File: src/rtl/irq_pulse_ctrl.sv
// Interrupt source/controller for the core's Interrupt input. It combines edge-detected external
// lines with a periodic timer on channel 0 and presents one fixed-priority request until it is acknowledged.
module irq_pulse_ctrl #(
  parameter int NUM_CH       = 4,
  parameter int ID_W         = 2,
  parameter int CNT_W        = 16,
  parameter int TIMER_PERIOD = 15
) (
  input  logic              clk,
  input  logic              rst,
  input  logic [NUM_CH-1:0] irq_src,
  input  logic              timer_en,
  input  logic [NUM_CH-1:0] irq_mask,
  input  logic              irq_ack,
  output logic              Interrupt,
  output logic [ID_W-1:0]   irq_id,
  output logic [NUM_CH-1:0] pending,
  output logic              timer_tick
);

  typedef enum logic [1:0] {S_IDLE, S_ASSERT, S_GAP} state_t;

  state_t            state;
  logic [CNT_W-1:0]  cnt;
  logic [NUM_CH-1:0] src_q;
  logic [NUM_CH-1:0] src_edge;
  logic [NUM_CH-1:0] ev;
  logic [NUM_CH-1:0] ack_clr;
  logic [NUM_CH-1:0] req;

  function automatic logic [ID_W-1:0] lowest_idx(input logic [NUM_CH-1:0] v);
    lowest_idx = '0;
    for (int i = NUM_CH - 1; i >= 0; i--)
      if (v[i]) lowest_idx = ID_W'(i);
  endfunction

  // Timer: disabling it restarts the count from zero.
  always_ff @(posedge clk or negedge rst) begin
    if (!rst) begin
      cnt        <= '0;
      timer_tick <= 1'b0;
    end else if (!timer_en) begin
      cnt        <= '0;
      timer_tick <= 1'b0;
    end else if (cnt == CNT_W'(TIMER_PERIOD - 1)) begin
      cnt        <= '0;
      timer_tick <= 1'b1;
    end else begin
      cnt        <= cnt + 1'b1;
      timer_tick <= 1'b0;
    end
  end

  // src_q clears on reset, so a line held high through reset still produces an edge.
  always_comb begin
    src_edge = irq_src & ~src_q;
    ev       = src_edge;
    ev[0]    = src_edge[0] | timer_tick;
    req      = pending & irq_mask;
    ack_clr  = '0;
    for (int i = 0; i < NUM_CH; i++)
      ack_clr[i] = (state == S_ASSERT) && irq_ack && (irq_id == ID_W'(i));
  end

  // A new event takes priority over a clear on the same channel.
  always_ff @(posedge clk or negedge rst) begin
    if (!rst) begin
      src_q   <= '0;
      pending <= '0;
    end else begin
      src_q   <= irq_src;
      pending <= (pending & ~ack_clr) | ev;
    end
  end

  always_ff @(posedge clk or negedge rst) begin
    if (!rst) begin
      state     <= S_IDLE;
      Interrupt <= 1'b0;
      irq_id    <= '0;
    end else begin
      case (state)
        S_IDLE: begin
          if (|req) begin
            state     <= S_ASSERT;
            Interrupt <= 1'b1;
            irq_id    <= lowest_idx(req);
          end
        end
        S_ASSERT: begin
          if (irq_ack) begin
            state     <= S_GAP;
            Interrupt <= 1'b0;
          end
        end
        S_GAP: begin
          state     <= S_IDLE;
          Interrupt <= 1'b0;
        end
        default: begin
          state     <= S_IDLE;
          Interrupt <= 1'b0;
        end
      endcase
    end
  end

endmodule
File: config.mk
export PLATFORM = sky130hd
export DESIGN_NAME = irq_pulse_ctrl
export DESIGN_NICKNAME = d
export VERILOG_FILES = /design/src/rtl/irq_pulse_ctrl.sv
export SDC_FILE = /design/constraint.sdc
export NUM_CORES = 1
export LEC_CHECK = 0
export ABC_AREA = 1
export CAP_MARGIN = 20
export CORE_ASPECT_RATIO = 0.6
export CORE_MARGIN = 2
export CORE_UTILIZATION = 58
export DETAILED_ROUTE_END_ITERATION = 6
export PLACE_DENSITY = 0.88
export SLEW_MARGIN = 20
export SYNTH_ARGS = -nofsm -noshare
export SYNTH_HDL_FRONTEND = slang
export SYNTH_SLANG_ARGS = --single-unit
File: constraint.sdc
create_clock -name clk -period 3.5 [get_ports clk]
set_input_delay 0.525 -clock clk [delete_from_list [all_inputs] [get_ports clk]]
set_output_delay 0.525 -clock clk [all_outputs]
set_load 0.02 [all_outputs]
Word level (Yosys, flattened, before mapping)
Cells that the tools add are included.
{"block": "op_classes", "addsub": 1, "n_eq_ne": 7, "n_mux": 14, "bitwise": 7, "reduce_logical": 10}
{"op": "two-way mux 16 bit", "count": 2}
{"op": "adder 16 x 1 -> 16 bit (second input constant)", "count": 1}
{"op": "equality test 16 x 4 -> 1 bit (second input constant)", "count": 1}
{"op": "bitwise AND 4 bit", "count": 3}
{"op": "two-way mux 2 bit", "count": 6}
{"op": "inverter 4 bit", "count": 2}
{"op": "logical AND 1 bit", "count": 5}
{"op": "equality test 2 x 1 -> 1 bit (second input constant)", "count": 2}
{"op": "equality test 2 bit (second input constant)", "count": 2}
{"op": "logical NOT 2 bit", "count": 2}
{"op": "two-way mux 1 bit", "count": 4}
{"op": "!= test 2 bit (second input constant)", "count": 2}
{"op": "OR 4 bit", "count": 1}
{"op": "case mux 2 bit (2 select lines)", "count": 1}
{"op": "AND reduction 2 bit", "count": 2}
{"op": "OR reduction 4 bit", "count": 1}
{"op": "case mux 1 bit (2 select lines)", "count": 1}
{"op": "OR 1 bit", "count": 1}
{"block": "word_totals", "register_bits": 30, "in_bits": 12, "output_inout_bits": 8, "elab_cells": 46}

Logic depth before layout (Yosys ltp)
{"block": "depth", "ltp_word": 6, "depth_mapped": 8, "ltp_nobuf": 8}

Worst setup path before layout
OpenSTA, ideal clock, no wires.
{"block": "synth_path", "path_kind": "flip-flop to flip-flop", "start": "reg cnt[0]", "end": "reg cnt[6]", "setup_ns": 0.132, "t_arrival_ns": 1.064, "required_time_ns": 3.368, "slack_ns": 2.304, "stages_incl_launch_ff": 6, "path_buffers": 0, "synth_period_minus_slack_ns": 1.196, "cell_sequence": "dfrtp_1 -> ha_1 -> nand3_2 -> nor2_2 -> xor2_1 -> nor2_1"}
{"block": "synth_via", "elab_chain_len": 3, "elab_cells_between_ends": 4, "cone_classes": "add/sub: 1; eq/ne: 1; mux: 2"}
{"item": "from (decl)", "line_no": "24", "source": "logic [CNT_W-1:0] cnt;"}
{"item": "from (signal assigned)", "line_no": "49", "source": "cnt <= cnt + 1'b1;"}
{"item": "adder 16 x 1 -> 16 bit / equality test 16 x 4 -> 1 bit (equally long branches)", "line_no": "49, 45"}
{"item": "two-way mux 16 bit (*)", "line_no": "45", "source": "end else if (cnt == CNT_W'(TIMER_PERIOD - 1)) begin"}
{"item": "two-way mux 16 bit (*)", "line_no": "42", "source": "end else if (!timer_en) begin"}
Every way passes the cells marked *; elsewhere a longest branch is shown, timed or not.
A chain may end at the register's enable or synchronous reset.

Final worst setup path
{"block": "layout_path", "start": "reg irq_id[0]", "end": "out irq_id[0]"}
{"item": "from (decl)", "line_no": "16", "source": "output logic [ID_W-1:0] irq_id,"}
{"item": "from (signal assigned)", "line_no": "87", "source": "irq_id <= lowest_idx(req);"}
No word-level cell between the ends.

==> qor.txt <==
Outcome = finished, final reports clean
Layout cells sized above 1 = 0.09569
RSZ-0062 raised after global routing = false
Vias in the first global route = 1222
Min-Delay Path Class = flip-flop to flip-flop
Yosys top cell area share = 0.5068
Tcrit/Tclk final = 0.5316
CP arrival = 1.34 ns
Final Non-Filler Cells = 241
Clk buf depth = 2
Avg WL per Cell = 13.97 µm
Top cells by area, synth = dfrtp_1 51%, nand2_1 10%, nor2_1 8.6%, inv_1 5.8%, nand4_1 3.4%
GR Overflow Total = 0
DR vias = 1291
Achievable Freq = 0.5375 GHz
Total Routing Usage GR = 0.2563
Antenna violations before repair = 0
CP Max Fanout = 4
Cell taking the most area after synthesis = dfrtp_1
WP data required = 2.97 ns
Final wirelength = 3366 µm
Setup Fix Bufs, Post-CTS = 0
Maximum vdd drop = 0.0003010 V
Util after Layout = 0.7254
#FFs+latches synth = 30
Setup Total Neg Slack = 0 ns
Cell count after synthesis = 183
Worst Setup End Kind = primary output
Placed insts = 234
N_diodes = 0
Core area = 2470 µm²
Worst-Margin Slew = 0.4064 ns
Clk sinks = 30
Final Setup Violations = 0
Buffers on Ports = 19
Syn Nets = 197
Largest net degree at the start of global routing = 31
DP Area = 1715 µm²
Detail Route Antenna Nets = 0
Die Area = 2988 µm²
Synth-to-layout area growth = 20.95%
Crit Path Class = flip-flop to primary output
DP Wirelength = 2604 µm
Min cycle time layout = 1.861 ns
P per Cell Area = 539.3 nW/µm²
Most frequent cell after synthesis = nand2_1
First DRT Iteration DRCs = 128
Top cells by instance count after synthesis = 41 x nand2_1, 34 x nor2_1, 30 x dfrtp_1
R2r setup slk = 2.08 ns
Syn Area/Cell = 8.095 µm²
Post-route cell area = 1792 µm²
Worst skew pair latency = 0.28 ns
Cell chain of the critical path = clkdlybuf4s50_1
Fin Clk Skew = 0.004232 ns
Max_cap viols = 0
Slew headroom = 0.7288
Final hold violations = 0
FFs w/ async S/R, synth = 1.000
Critical path's top delay family = buffers and inverters
Die Ht = 43.15 µm
CTS root buf = clkbuf_8
Rows = 14
Slowest-stage cell, CP = clkdlybuf4s50_1
CP startpoint kind = flip-flop
Gpl congestion = 0.9232
Lkg Pwr = 0.0008135 µW
Initial core utilization = 0.5998
Slew Limit Fails = 0
Post-Syn Area = 1481 µm²
CTS H-tree depth = 2
Syn. warnings = 0
Vias per cell = 5.357
Clock Pin Slew Worst Setup and Hold Paths = 0.06 ns
Drt drc = 0
I/O pin count = 20
Total Power = 966.2 µW
Die Wd = 69.25 µm
Largest stage delay, worst path = 0.64 ns
CTS tree = yes
Post-synth EDFFs = 0
Yosys cell types = 21
Hold buffers post-CTS = 0
Share of the yosys chip area belonging to registers = 0.5068
Drt first pass iters = 4
CTS Buf Count = 5
CTS resizes = 0
Global-route wire length before repair = 5616 µm
Worst path buffer plus inverter count = 1
# nets final = 223
Most used DFF post-synth = dfrtp_1
==> path summary, 6_finish.rpt <==
path | cells after the start | to | start
max in group asynchronous | 2 | src_q[3]$_DFF_PN0_ | rst
worst min register to register | 1 | pending[2]$_DFF_PN0_ | src_q[2]$_DFF_PN0_
worst max-delay path | 1 | irq_id[0] | irq_id[0]$_DFFE_PN0P_
min in group asynchronous | 2 | cnt[7]$_DFF_PN0_ | rst
worst max register to register | 7 | cnt[14]$_DFF_PN0_ | cnt[0]$_DFF_PN0_
worst min-delay path | 1 | pending[2]$_DFF_PN0_ | src_q[2]$_DFF_PN0_
==> where the power goes <==
group	total, µW	switching, µW	internal [µW]
Sequential	445	46.9	398
Clock	254	118	136
Combinational	267	154	113
Total	966	319	648
==> layout make-up <==
class                      instances  area (µm²)
inverter                          25       93.84
sequential                        30       750.7
fill                             178       678.2
multi-input combinational        127       633.1
tap                               32       40.04
timing repair buffer              20       197.7
clock buffer                       7       76.32
==> cell families after synthesis <==
family                     share of synthesized area
DFF                                           0.5068
buffers and inverters                        0.06588
xor gates and xnor gates                     0.03547
and+or+nand+nor                               0.3226
adders and majority gates                    0.01689
AOI/OAI and AO/OA                            0.05236
==> layout by cell type, fill, tap and decap left out, types with 2 or more instances in the layout <==
| cell type | n |
|---|---|
| nor2_2 | 3 |
| clkbuf_8 | 5 |
| xor2_1 | 5 |
| nand3_2 | 2 |
| nand3_1 | 9 |
| clkdlybuf4s50_1 | 19 |
| nor2_1 | 34 |
| inv_2 | 2 |
| ha_1 | 2 |
| nand2_2 | 3 |
| nand4_1 | 8 |
| nor2_4 | 2 |
| clkbuf_1 | 2 |
| a21oi_1 | 2 |
| nand2_1 | 41 |
| o21ai_1 | 3 |
| o21ai_0 | 9 |
| dfrtp_1 | 30 |
| inv_1 | 23 |
==> metal layers <==
metal | wire length [µm] | up-vias | GRT usage
met5 | 0 | - | 0
met4 | 61 | 0 | 0.1098
met3 | 256 | 8 | 0.08314
met2 | 1451 | 56 | 0.3635
met1 | 1596 | 597 | 0.3622
li1 | - | 630 | -
==> state kept, by name, indices dropped and copies added, names as in the netlist <==
signal	count
cnt	16
pending	4
src_q	4
irq_id	2
state	2
Interrupt	1
timer_tick	1
==> per-stage QoR <==
step / setup WS (ns) / hold slack, ns
after detailed placement: 1.732 / 0.4099
after global routing: 1.614 / 0.4477
after floorplan: 2.304 / 0.2294
after global placement: 1.788 / 0.4076
final: 1.639 / 0.4160
after CTS: 1.643 / 0.4174
No activity file was read; power rests on OpenSTA's default activity.
